`config.mk`:
```
export PLATFORM = sky130hd
export DESIGN_NAME = frodo_mul_seq_flat
export DESIGN_NICKNAME = d
export VERILOG_FILES = /design/src/rtl/frodo_mul_seq_if.sv /design/src/rtl/frodo_mul_seq.sv /design/src/flat_wrapper.sv
export SDC_FILE = /design/constraint.sdc
export NUM_CORES = 1
export LEC_CHECK = 0
export CORE_MARGIN = 5
export CORE_UTILIZATION = 45
export DETAILED_ROUTE_END_ITERATION = 8
export GPL_ROUTABILITY_DRIVEN = 0
export PLACE_DENSITY = 0.69
export SKIP_CTS_REPAIR_TIMING = 1
export SLEW_MARGIN = 20
export SYNTH_ARGS = -nofsm -noshare
export SYNTH_HDL_FRONTEND = slang
export SYNTH_SLANG_ARGS = --single-unit
```
`constraint.sdc`:
```
create_clock -name clk -period 7.7 [get_ports clk]
set_input_delay 1.925 -clock clk [delete_from_list [all_inputs] [get_ports clk]]
set_output_delay 1.925 -clock clk [all_outputs]
set_load 0.01 [all_outputs]
```
`src/rtl/frodo_mul_seq_if.sv`:
```
// Handshake bundle between the frodoMul sequencer, its command source,
// the memory-side streamers and the frodoMul control inputs.
interface frodo_mul_seq_if #(
  parameter int CNT_W = 12
);
  logic             cmd_valid;
  logic             cmd_ready;
  logic             cmd_mul1;
  logic             cmd_pos;
  logic [CNT_W-1:0] cmd_len;

  logic             ld_valid;
  logic             ld_ready;

  logic             in_valid;
  logic             in_ready;

  logic             out_valid;
  logic             out_ready;
  logic             out_last;

  logic             mul_isMatrixMul1;
  logic             mul_isPos;
  logic             mul_setStorage;
  logic             mul_doOp;

  logic             busy;
  logic             done;

  // Environment side: issues commands, feeds beats, consumes results.
  modport master (
    output cmd_valid, cmd_mul1, cmd_pos, cmd_len,
    output ld_valid, in_valid, out_ready,
    input  cmd_ready, ld_ready, in_ready, out_valid, out_last,
    input  mul_isMatrixMul1, mul_isPos, mul_setStorage, mul_doOp,
    input  busy, done
  );

  // Sequencer side.
  modport slave (
    input  cmd_valid, cmd_mul1, cmd_pos, cmd_len,
    input  ld_valid, in_valid, out_ready,
    output cmd_ready, ld_ready, in_ready, out_valid, out_last,
    output mul_isMatrixMul1, mul_isPos, mul_setStorage, mul_doOp,
    output busy, done
  );
endinterface

```
`src/rtl/frodo_mul_seq.sv`:
```
// Command sequencer for one frodoMul multiply-accumulate instance: one load
// beat, K operand beats, then the result beat(s) for mul1 or mul2.
module frodo_mul_seq #(
  parameter int A     = 4,
  parameter int S     = 8,
  parameter int CNT_W = 12
) (
  input logic            clk,
  input logic            rst,
  frodo_mul_seq_if.slave bus
);

  typedef enum logic [2:0] {
    IDLE,
    LOAD,
    RUN1,
    OUT1,
    RUN2
  } state_t;

  localparam logic [CNT_W-1:0] CNT_ONE = CNT_W'(1);

  state_t           state;
  logic             mode;
  logic             pos;
  logic [CNT_W-1:0] len;
  logic [CNT_W-1:0] cnt;
  logic             done_q;

  logic [CNT_W-1:0] len_m1;
  logic             len_zero;
  logic             at_last;
  logic             run2_xfer;

  // len_m1 is only consulted in RUN1/RUN2, where len is known to be non-zero.
  assign len_m1    = len - CNT_ONE;
  assign len_zero  = (len == '0);
  assign at_last   = (cnt == len_m1);
  assign run2_xfer = bus.in_valid && bus.out_ready;

  always_ff @(posedge clk or negedge rst) begin
    if (!rst) begin
      state  <= IDLE;
      mode   <= 1'b0;
      pos    <= 1'b0;
      len    <= '0;
      cnt    <= '0;
      done_q <= 1'b0;
    end else begin
      done_q <= 1'b0;
      case (state)
        IDLE: begin
          if (bus.cmd_valid) begin
            mode  <= bus.cmd_mul1;
            pos   <= bus.cmd_pos;
            len   <= bus.cmd_len;
            cnt   <= '0;
            state <= LOAD;
          end
        end
        LOAD: begin
          if (bus.ld_valid) begin
            if (mode) begin
              state <= len_zero ? OUT1 : RUN1;
            end else if (!len_zero) begin
              state <= RUN2;
            end else begin
              state  <= IDLE;
              done_q <= 1'b1;
            end
          end
        end
        RUN1: begin
          if (bus.in_valid) begin
            cnt <= cnt + CNT_ONE;
            if (at_last) begin
              state <= OUT1;
            end
          end
        end
        OUT1: begin
          if (bus.out_ready) begin
            state  <= IDLE;
            done_q <= 1'b1;
          end
        end
        RUN2: begin
          if (run2_xfer) begin
            cnt <= cnt + CNT_ONE;
            if (at_last) begin
              state  <= IDLE;
              done_q <= 1'b1;
            end
          end
        end
        default: begin
          state <= IDLE;
        end
      endcase
    end
  end

  // Stream readiness and frodoMul strobes follow the current state; in RUN2 the
  // result is combinational from the operand, so the two streams are coupled.
  always_comb begin
    bus.cmd_ready        = 1'b0;
    bus.ld_ready         = 1'b0;
    bus.in_ready         = 1'b0;
    bus.out_valid        = 1'b0;
    bus.out_last         = 1'b0;
    bus.mul_setStorage   = 1'b0;
    bus.mul_doOp         = 1'b0;
    bus.mul_isMatrixMul1 = mode;
    bus.mul_isPos        = pos;
    bus.busy             = (state != IDLE);
    bus.done             = done_q;
    case (state)
      IDLE: begin
        bus.cmd_ready = 1'b1;
      end
      LOAD: begin
        bus.ld_ready       = 1'b1;
        bus.mul_setStorage = bus.ld_valid;
      end
      RUN1: begin
        bus.in_ready = 1'b1;
        bus.mul_doOp = bus.in_valid;
      end
      OUT1: begin
        bus.out_valid = 1'b1;
        bus.out_last  = 1'b1;
      end
      RUN2: begin
        bus.out_valid = bus.in_valid;
        bus.in_ready  = bus.out_ready;
        bus.mul_doOp  = run2_xfer;
        bus.out_last  = at_last;
      end
      default: begin
        bus.cmd_ready = 1'b0;
      end
    endcase
  end

  // Structural sanity of the frodoMul strobes.
  assert property (@(posedge clk) disable iff (!rst)
    !(bus.mul_setStorage && bus.mul_doOp));

  assert property (@(posedge clk) disable iff (!rst)
    (bus.mul_setStorage || bus.mul_doOp) |-> (state == LOAD || state == RUN1 || state == RUN2));

  assert property (@(posedge clk) (A > 0) && (S > 0));

endmodule

```
`src/flat_wrapper.sv`:
```
// flat-port wrapper written by rule: the top's interface ports become plain ports
module frodo_mul_seq_flat 
#(
  parameter int A     = 4,
  parameter int S     = 8,
  parameter int CNT_W = 12
)
  (clk, rst, bus_cmd_valid, bus_cmd_mul1, bus_cmd_pos, bus_cmd_len, bus_ld_valid, bus_in_valid, bus_out_ready, bus_cmd_ready, bus_ld_ready, bus_in_ready, bus_out_valid, bus_out_last, bus_mul_isMatrixMul1, bus_mul_isPos, bus_mul_setStorage, bus_mul_doOp, bus_busy, bus_done);
  frodo_mul_seq_if #(.CNT_W(CNT_W)) bus_i ();
  input logic clk;
  input logic rst;
  input wire logic [$bits(bus_i.cmd_valid)-1:0] bus_cmd_valid;
  input wire logic [$bits(bus_i.cmd_mul1)-1:0] bus_cmd_mul1;
  input wire logic [$bits(bus_i.cmd_pos)-1:0] bus_cmd_pos;
  input wire logic [$bits(bus_i.cmd_len)-1:0] bus_cmd_len;
  input wire logic [$bits(bus_i.ld_valid)-1:0] bus_ld_valid;
  input wire logic [$bits(bus_i.in_valid)-1:0] bus_in_valid;
  input wire logic [$bits(bus_i.out_ready)-1:0] bus_out_ready;
  output wire logic [$bits(bus_i.cmd_ready)-1:0] bus_cmd_ready;
  output wire logic [$bits(bus_i.ld_ready)-1:0] bus_ld_ready;
  output wire logic [$bits(bus_i.in_ready)-1:0] bus_in_ready;
  output wire logic [$bits(bus_i.out_valid)-1:0] bus_out_valid;
  output wire logic [$bits(bus_i.out_last)-1:0] bus_out_last;
  output wire logic [$bits(bus_i.mul_isMatrixMul1)-1:0] bus_mul_isMatrixMul1;
  output wire logic [$bits(bus_i.mul_isPos)-1:0] bus_mul_isPos;
  output wire logic [$bits(bus_i.mul_setStorage)-1:0] bus_mul_setStorage;
  output wire logic [$bits(bus_i.mul_doOp)-1:0] bus_mul_doOp;
  output wire logic [$bits(bus_i.busy)-1:0] bus_busy;
  output wire logic [$bits(bus_i.done)-1:0] bus_done;
  assign bus_i.cmd_valid = bus_cmd_valid;
  assign bus_i.cmd_mul1 = bus_cmd_mul1;
  assign bus_i.cmd_pos = bus_cmd_pos;
  assign bus_i.cmd_len = bus_cmd_len;
  assign bus_i.ld_valid = bus_ld_valid;
  assign bus_i.in_valid = bus_in_valid;
  assign bus_i.out_ready = bus_out_ready;
  assign bus_cmd_ready = bus_i.cmd_ready;
  assign bus_ld_ready = bus_i.ld_ready;
  assign bus_in_ready = bus_i.in_ready;
  assign bus_out_valid = bus_i.out_valid;
  assign bus_out_last = bus_i.out_last;
  assign bus_mul_isMatrixMul1 = bus_i.mul_isMatrixMul1;
  assign bus_mul_isPos = bus_i.mul_isPos;
  assign bus_mul_setStorage = bus_i.mul_setStorage;
  assign bus_mul_doOp = bus_i.mul_doOp;
  assign bus_busy = bus_i.busy;
  assign bus_done = bus_i.done;
  frodo_mul_seq #(.A(A), .S(S), .CNT_W(CNT_W)) u_core (.clk(clk), .rst(rst), .bus(bus_i));
endmodule
```
After elaboration in Yosys (flattened, before gate mapping)

Index checks and enable logic that the tools add are counted.

Bits in registers: 30
Bits in latches: 0
Bits in writable memories: 0
ROM bits: 0
Bits of input ports: 20
Output and inout bits: 11
Logic and storage cells: 57
Memories: 0

$add $sub $neg: 2
Multipliers: 0
Div/mod/pow operators: 0
Order comparisons: 0
Equality and inequality tests: 12
Shifts and indexed selects: 0
Mux-type cells: 29
Bitwise gates (word level): 0
Reduce and logical (&&, ||, !) cells: 8

Operators with widths:

| cell                                                                  | count |
|---|---|
| 12-bit two-way mux                                                    | 3 |
| 12-bit one-hot mux with 3 select lines                                | 1 |
| 3-bit two-way mux                                                     | 9 |
| 3-bit one-hot mux with 5 select lines                                 | 1 |
| 12-bit by 1-bit adder with 12-bit output, second input constant       | 1 |
| 12-bit equality test                                                  | 1 |
| 12-bit zero test                                                      | 1 |
| 12-bit by 1-bit subtractor with 12-bit output, second input constant  | 1 |
| 1-bit two-way mux                                                     | 10 |
| 2-bit != test, second input constant                                  | 4 |
| 1-bit one-hot mux with 2 select lines                                 | 4 |
| 7-bit AND reduction                                                   | 1 |
| 3-bit by 2-bit equality test with 1-bit output, second input constant | 2 |
| 2-bit by 1-bit != test with 1-bit output, second input constant       | 3 |
| 3-bit nonzero test                                                    | 2 |
| 4-bit AND reduction                                                   | 1 |
| 3-bit by 1-bit equality test with 1-bit output, second input constant | 1 |
| 3-bit equality test, second input constant                            | 1 |
| 3-bit zero test                                                       | 1 |
| 1-bit one-hot mux with 3 select lines                                 | 1 |
| 2-bit AND reduction                                                   | 1 |
| 1-bit logical AND                                                     | 1 |

Logic depth before layout (Yosys ltp)

Gate-level depths: netlist of the first run.

Depth in word-level cells: 5
Depth in mapped cells: 8
Mapped depth without buffers: 8

Least setup slack after synthesis of the first run

No wires, ideal clock.

Kind: input-to-output
From: in bus_out_ready
To: out bus_mul_doOp
Arrival time: 2635 ps
Data required time: 5775 ps
Slack: 3140 ps
Stages: 4
Path buffers: 0
Cells stage by stage: nand2_1 -> mux2_2 -> nor2_1 -> and2_1

Longest elaborated chain between the ends: 2

RTL lines:

| element                               | line                 | RTL |
|---|---|---|
| from (decl)                           | flat_wrapper.sv:18   | `input wire logic [$bits(bus_i.out_ready)-1:0] bus_out_ready;` |
| 1-bit logical AND                     | frodo_mul_seq.sv:39  | `assign run2_xfer = bus.in_valid && bus.out_ready;` |
| 1-bit one-hot mux with 2 select lines | frodo_mul_seq.sv:117 | `case (state)` |
| to (decl)                             | flat_wrapper.sv:27   | `output wire logic [$bits(bus_i.mul_doOp)-1:0] bus_mul_doOp;` |

Every way passes these cells.

Worst setup path in the final report of the first run

Same ends and word-level chain as after synthesis.

==> flow_summary.json, run 1 <==
{
  "status": "completed",
  "track_usage_pct": 17.09,
  "clock-sinks": 30,
  "postSynthNetCount": 229,
  "final_cells": 286,
  "regToRegStartpoint": "u_core.len[0]",
  "vias_per_cell": 5.622,
  "syn_to_final_growth_pct": 22.05,
  "wl_per_cell_um": 14.95,
  "final.period_utilization_pct": 72.51,
  "cts_max_level": 2,
  "synth_top_cell_area_share_pct": 38.68,
  "critPathArrivalTime_ns": 3.66,
  "power_density_nw_per_um2": 324.8,
  "fill_cells": 377,
  "worstPathRequired_ns": 5.78,
  "post_synth_num_cell_types": 43,
  "avgSynthCellArea_sq_um": 9.420,
  "reg2reg_slack_ns": 5.19,
  "critPathMaxFanout": 6,
  "synth_largest_area_cell": "dfrtp_1",
  "finClkSkew_ns": 0.006232,
  "cts-root-buf": "clkbuf_8",
  "antenna_found_initial": 0,
  "worst_pin_slew_ns": 0.6835,
  "fp-row-count": 23,
  "power.total_w": 0.0007693,
  "regArea_sq_um": 750.7,
  "synth.most_common_cell": "dfrtp_1",
  "final_max_slew_viol_count": 0,
  "min_to": "u_core.bus.mul_isPos",
  "clkTransAtPathRegs_ns": 0.07,
  "initial_core_util_pct": 47.49,
  "max_freq_mhz": 179.1,
  "grt_max_degree": 31,
  "die_y_um": 75.67,
  "dp.cells": 278,
  "slowest_delay_ns": 0.58,
  "tns_ns": 0,
  "nets": 258,
  "synthTopCellsByArea": "dfrtp_1, mux2_2, xnor2_1",
  "ios": 31,
  "dieArea_sq_um": 5726,
  "dr.pass1.iters": 4,
  "coreArea_sq_um": 4086,
  "grt_setup_unrepaired": "no",
  "fin_area_sq_um": 2369,
  "min-delay-start": "u_core.bus.mul_isPos",
  "utilization_pct": 57.96,
  "die_w_um": 75.67,
  "num_vias": 1608,
  "drive_gt1_share_pct": 12.71,
  "synth_seq_cells": 30,
  "multiInputGateArea_sq_um": 1115,
  "crit_path_end_kind": "output port",
  "first_iter_violations": 123,
  "worst-setup-path-type": "in2out",
  "tritoncts": "done",
  "min_path_cells": 1,
  "ir_drop_mv": 0.1871,
  "cp_common_cell": "clkdlybuf4s50_1",
  "crit_slowest_cell": "clkdlybuf4s50_1",
  "netlist_instances": 206,
  "antenna_cells": 0,
  "grt_overflow": 0,
  "reg2reg_depth": 8,
  "synthArstFlopShare_pct": 100.0,
  "slew_headroom_pct": 54.01,
  "syn_area_sq_um": 1941,
  "drt-total-wl_um": 4275,
  "max_cap_viol_count": 0,
  "crit_path_start_kind": "primary input",
  "p_leak_nw": 0.9023,
  "synth_ff_type": "dfrtp_1",
  "r2r_end": "u_core.bus.done",
  "hpwl_um": 3233,
  "final_antenna_net_count": 0,
  "setup_viol": 0,
  "path_cells": "clkdlybuf4s50_1, nand2_1, mux2_2, nor2_1, and2_1, clkdlybuf4s50_1",
  "synth_edf_count": 0,
  "io_buffers": 30,
  "synth_seq_area_share_pct": 38.68,
  "drc": 0,
  "clk_latency_ns": 0.29,
  "grt_pass1_vias": 1545,
  "hold_violations": 0,
  "cts_made_buffers": 5,
  "place_area_sq_um": 2268,
  "clockBufferDepth": 2,
  "yosys_warnings": 0,
  "synth_common_cells": "dfrtp_1, nand2_1, xnor2_1",
  "grt_pass1_wl_um": 7376,
  "hold_class": "reg2reg",
  "period_minus_slack_ns": 5.583
}
[kinds of logic (layout without fill, tap and decap cells)]
kind of cell | Yosys count | in the layout | share of synthesized area (%)
fa+ha+maj | 3 | 3 | 1.934
simple gates | 81 | 81 | 23.60
xor+xnor | 23 | 23 | 10.38
buf+inv | 19 | 49 | 4.255
mux | 13 | 13 | 7.543
flops | 30 | 30 | 38.68
compound gates | 37 | 37 | 13.60
[power breakdown]
group	switching (W)	leakage [nW]	internal (W)	total [W]
combinational	0.000162	0.471	0.000179	0.000341
sequential	0.0000868	0.384	0.000206	0.000293
clock	0.0000638	0.0472	0.0000717	0.000136
[stage by stage]
stage / hold WS, ns / setup WS [ns]
6_report: 0.5148 / 2.117
5_1_grt: 0.5696 / 1.975
4_1_cts: 0.5207 / 2.109
3_5_place_dp: 0.5004 / 2.108
3_3_place_gp: 0.5042 / 2.128
2_1_floorplan: 0.4959 / 3.140
[layer usage]
| layer | up-vias | track usage, % | wire [um] | part of all wire, % |
|---|---|---|---|---|
| li1 | 796 | - | - | - |
| met1 | 771 | 23.19 | 1989 | 47 |
| met2 | 33 | 26.17 | 2009 | 47 |
| met3 | 8 | 4.485 | 209 | 4.9 |
| met4 | 0 | 6.408 | 68 | 1.6 |
| met5 | - | 0 | 0 | 0 |
[worst max-delay path, delay by kind of cell]
kind / cells / cell delay, ns
buf+inv: 2 / 1.12
simple gates: 3 / 0.35
mux: 1 / 0.26
[final cells by class]
class | instances | share of cell area (%)
clock buffers | 6 | 3.487
clock inverters | 2 | 0.5283
inverters | 10 | 1.585
multi-input cells | 157 | 47.07
flip-flops and latches | 30 | 31.70
well taps | 50 | 2.641
repair buffers | 31 | 13.00
[state kept, by name, indices dropped and copies added, names as in the netlist]
register,flops
u_core.bus.mul_isMatrixMul1,1
u_core.bus.done,1
u_core.bus.mul_isPos,1
u_core.len,12
u_core.state,3
u_core.cnt,12
[worst max path at each step]
stage / cells after the start / end / start
floorplan: 4 / bus_mul_doOp / bus_out_ready
global placement: 6 / bus_mul_doOp / bus_out_ready
detailed placement: 6 / bus_mul_doOp / bus_out_ready
CTS: 6 / bus_mul_doOp / bus_out_ready
global route: 6 / bus_mul_doOp / bus_out_ready
finish: 6 / bus_mul_doOp / bus_out_ready
[layout by cell type, fill, tap and decap left out, types with 6 or more instances in the layout]
cell type	instances
mux2_2	13
nand4_1	6
nor3_1	10
nand3_1	7
or3_1	6
dfrtp_1	30
nand2_1	14
clkbuf_8	6
xnor2_1	14
o21ai_0	12
clkdlybuf4s50_1	30
a21oi_1	8
nor2_1	12
xor2_1	9
inv_1	10
(Power assumes the default switching activity.)
==> inputs of run 2 (changes only) <==
--- a/config.mk
+++ b/config.mk
@@ -9,7 +9,7 @@
 export CORE_UTILIZATION = 45
 export DETAILED_ROUTE_END_ITERATION = 8
 export GPL_ROUTABILITY_DRIVEN = 0
-export PLACE_DENSITY = 0.69
+export PLACE_DENSITY = 0.72
 export SKIP_CTS_REPAIR_TIMING = 1
 export SLEW_MARGIN = 20
 export SYNTH_ARGS = -nofsm -noshare
==> constraint.sdc (replaced) <==
create_clock -name clk -period 4.7 [get_ports clk]
set_input_delay 1.175 -clock clk [delete_from_list [all_inputs] [get_ports clk]]
set_output_delay 1.175 -clock clk [all_outputs]
set_load 0.01 [all_outputs]
==> run 2 against run 1 <==
Effect of this change:
- register-to-register slack got worse by 2.9 ns
- via count is 2.7% higher
- core utilization rose by 0.34 points
- flip-flop and latch count is the same
- sequential share of layout area fell by 0.18 points
- setup slack worse by 1.7 ns
- largest power group unchanged
- highest routed layer unchanged
==> flow_summary.json, run 2 (synthesis gave the netlist of run 1 again) <==
{
  "status": "completed",
  "hpwl_um": 3415,
  "track_usage_pct": 17.68,
  "clk_latency_ns": 0.28,
  "dieArea_sq_um": 5726,
  "clock-sinks": 30,
  "reg_top3": "u_core.cnt x12, u_core.len x12, u_core.state x3",
  "crit_path_end_kind": "output port",
  "dr_wl_met2_um": 2158,
  "finClkSkew_ns": 0.003377,
  "fin_area_sq_um": 2382,
  "hold_class": "reg2reg",
  "antenna_cells": 0,
  "dr.pass1.iters": 4,
  "setup_viol": 0,
  "cts_made_buffers": 5,
  "critPathMaxFanout": 7,
  "worst-setup-path-type": "reg2out",
  "num_vias": 1651,
  "ios": 31,
  "p_leak_nw": 0.9119,
  "drive_gt1_share_pct": 12.24,
  "tns_ns": 0,
  "power_density_nw_per_um2": 546.8,
  "cts_max_level": 2,
  "syn_to_final_growth_pct": 22.76,
  "tritoncts": "done",
  "utilization_pct": 58.30,
  "finalWorstSetupSlack_ns": 0.4500,
  "wl_per_cell_um": 15.54,
  "grt_pass1_wl_um": 7576,
  "slew_headroom_pct": 49.07,
  "drt-total-wl_um": 4460,
  "dp_slack_ns": 0.6006,
  "grt_setup_unrepaired": "no",
  "fp-row-count": 23,
  "cts-root-buf": "clkbuf_8",
  "wl_met1_um": 2014,
  "grt_overflow": 0,
  "drc": 0,
  "grt_max_degree": 31,
  "die_w_um": 75.67,
  "maxUsedRoutingLayer": "met4",
  "clkTransAtPathRegs_ns": 0.06,
  "worst_pin_slew_ns": 0.7569,
  "final_max_slew_viol_count": 0,
  "io_buffers": 30,
  "vias_per_cell": 5.753,
  "clockBufferDepth": 2,
  "critPathArrivalTime_ns": 3.07,
  "grt_pass1_vias": 1598,
  "antenna_found_initial": 0,
  "power.total_w": 0.001303,
  "period_minus_slack_ns": 4.250,
  "hold_violations": 0,
  "nets": 259,
  "die_y_um": 75.67,
  "worstPathRequired_ns": 3.52,
  "ir_drop_mv": 0.3427,
  "layout_common_cells": "clkdlybuf4s50_1, dfrtp_1, nand2_1, xnor2_1, mux2_2",
  "place_area_sq_um": 2276,
  "final_antenna_net_count": 0,
  "crit_path_start_kind": "flop",
  "first_iter_violations": 117,
  "max_freq_mhz": 235.3,
  "fill_cells": 374,
  "max_cap_viol_count": 0,
  "coreArea_sq_um": 4086,
  "wl_met3_um": 233,
  "final.period_utilization_pct": 90.42,
  "initial_core_util_pct": 47.49
}
[run 2: changes by cell type in the layout (fill, tap and decap cells not counted), sizes merged]
cell / before / now
buf: 1 / 2
bufinv: 0 / 1
clkbuf: 6 / 7
clkinv: 1 / 0
clkinvlp: 1 / 0
[run 2: final cells by class]
cell class	count	area [sq um]	area share, %
repair buffers	32	315.3	13.24
inverters	10	37.54	1.576
multi-input cells	157	1110	46.59
clock buffers	7	76.32	3.204
flip-flops and latches	30	750.7	31.51
clock inverters	1	30.03	1.261
well taps	50	62.56	2.626
[run 2: worst max-delay path: stages, from the launching register on]
cell,delay [ns]
dfrtp_1,0.42
inv_1,0.11
ha_1,0.27
or3b_1,0.43
or3_1,0.34
nand3b_1,0.16
o21ai_0,0.13
nand4_2,0.19
o21ai_0,0.18
clkdlybuf4s50_1,0.57
[run 2: per-layer routing]
| metal | global-route usage, % | vias to the layer above |
|---|---|---|
| met2 | 28.28 | 45 |
| met4 | 5.825 | 0 |
| li1 | - | 801 |
| met1 | 23.71 | 800 |
| met5 | 0 | - |
| met3 | 3.958 | 5 |
[run 2: where the power goes]
group	internal (W)	total [W]	switching (W)
registers	0.000337	0.000481	0.000144
clock network	0.000158	0.000254	0.0000956
logic	0.000295	0.000567	0.000272
[run 2: path summary, 6_finish.rpt]
path                       slack, ns            startpoint              endpoint  cells after the start
min reg2reg                     0.52  u_core.bus.mul_isPos  u_core.bus.mul_isPos                      1
max in group asynchronous       3.12                   rst         u_core.cnt[1]                      2
min                             0.52  u_core.bus.mul_isPos  u_core.bus.mul_isPos                      1
max                             0.45         u_core.len[0]          bus_out_last                      9
max reg2reg                     2.34         u_core.len[0]       u_core.bus.done                      8
min in group asynchronous       1.29                   rst  u_core.bus.mul_isPos                      2
[run 2: per-stage QoR]
stage                     hold slack, ns  cells
after global routing              0.5451    287
final                             0.5169    287
after CTS                         0.5220    287
after detailed placement          0.5076    279
after floorplan                   0.4959    206
after global placement            0.4922    279
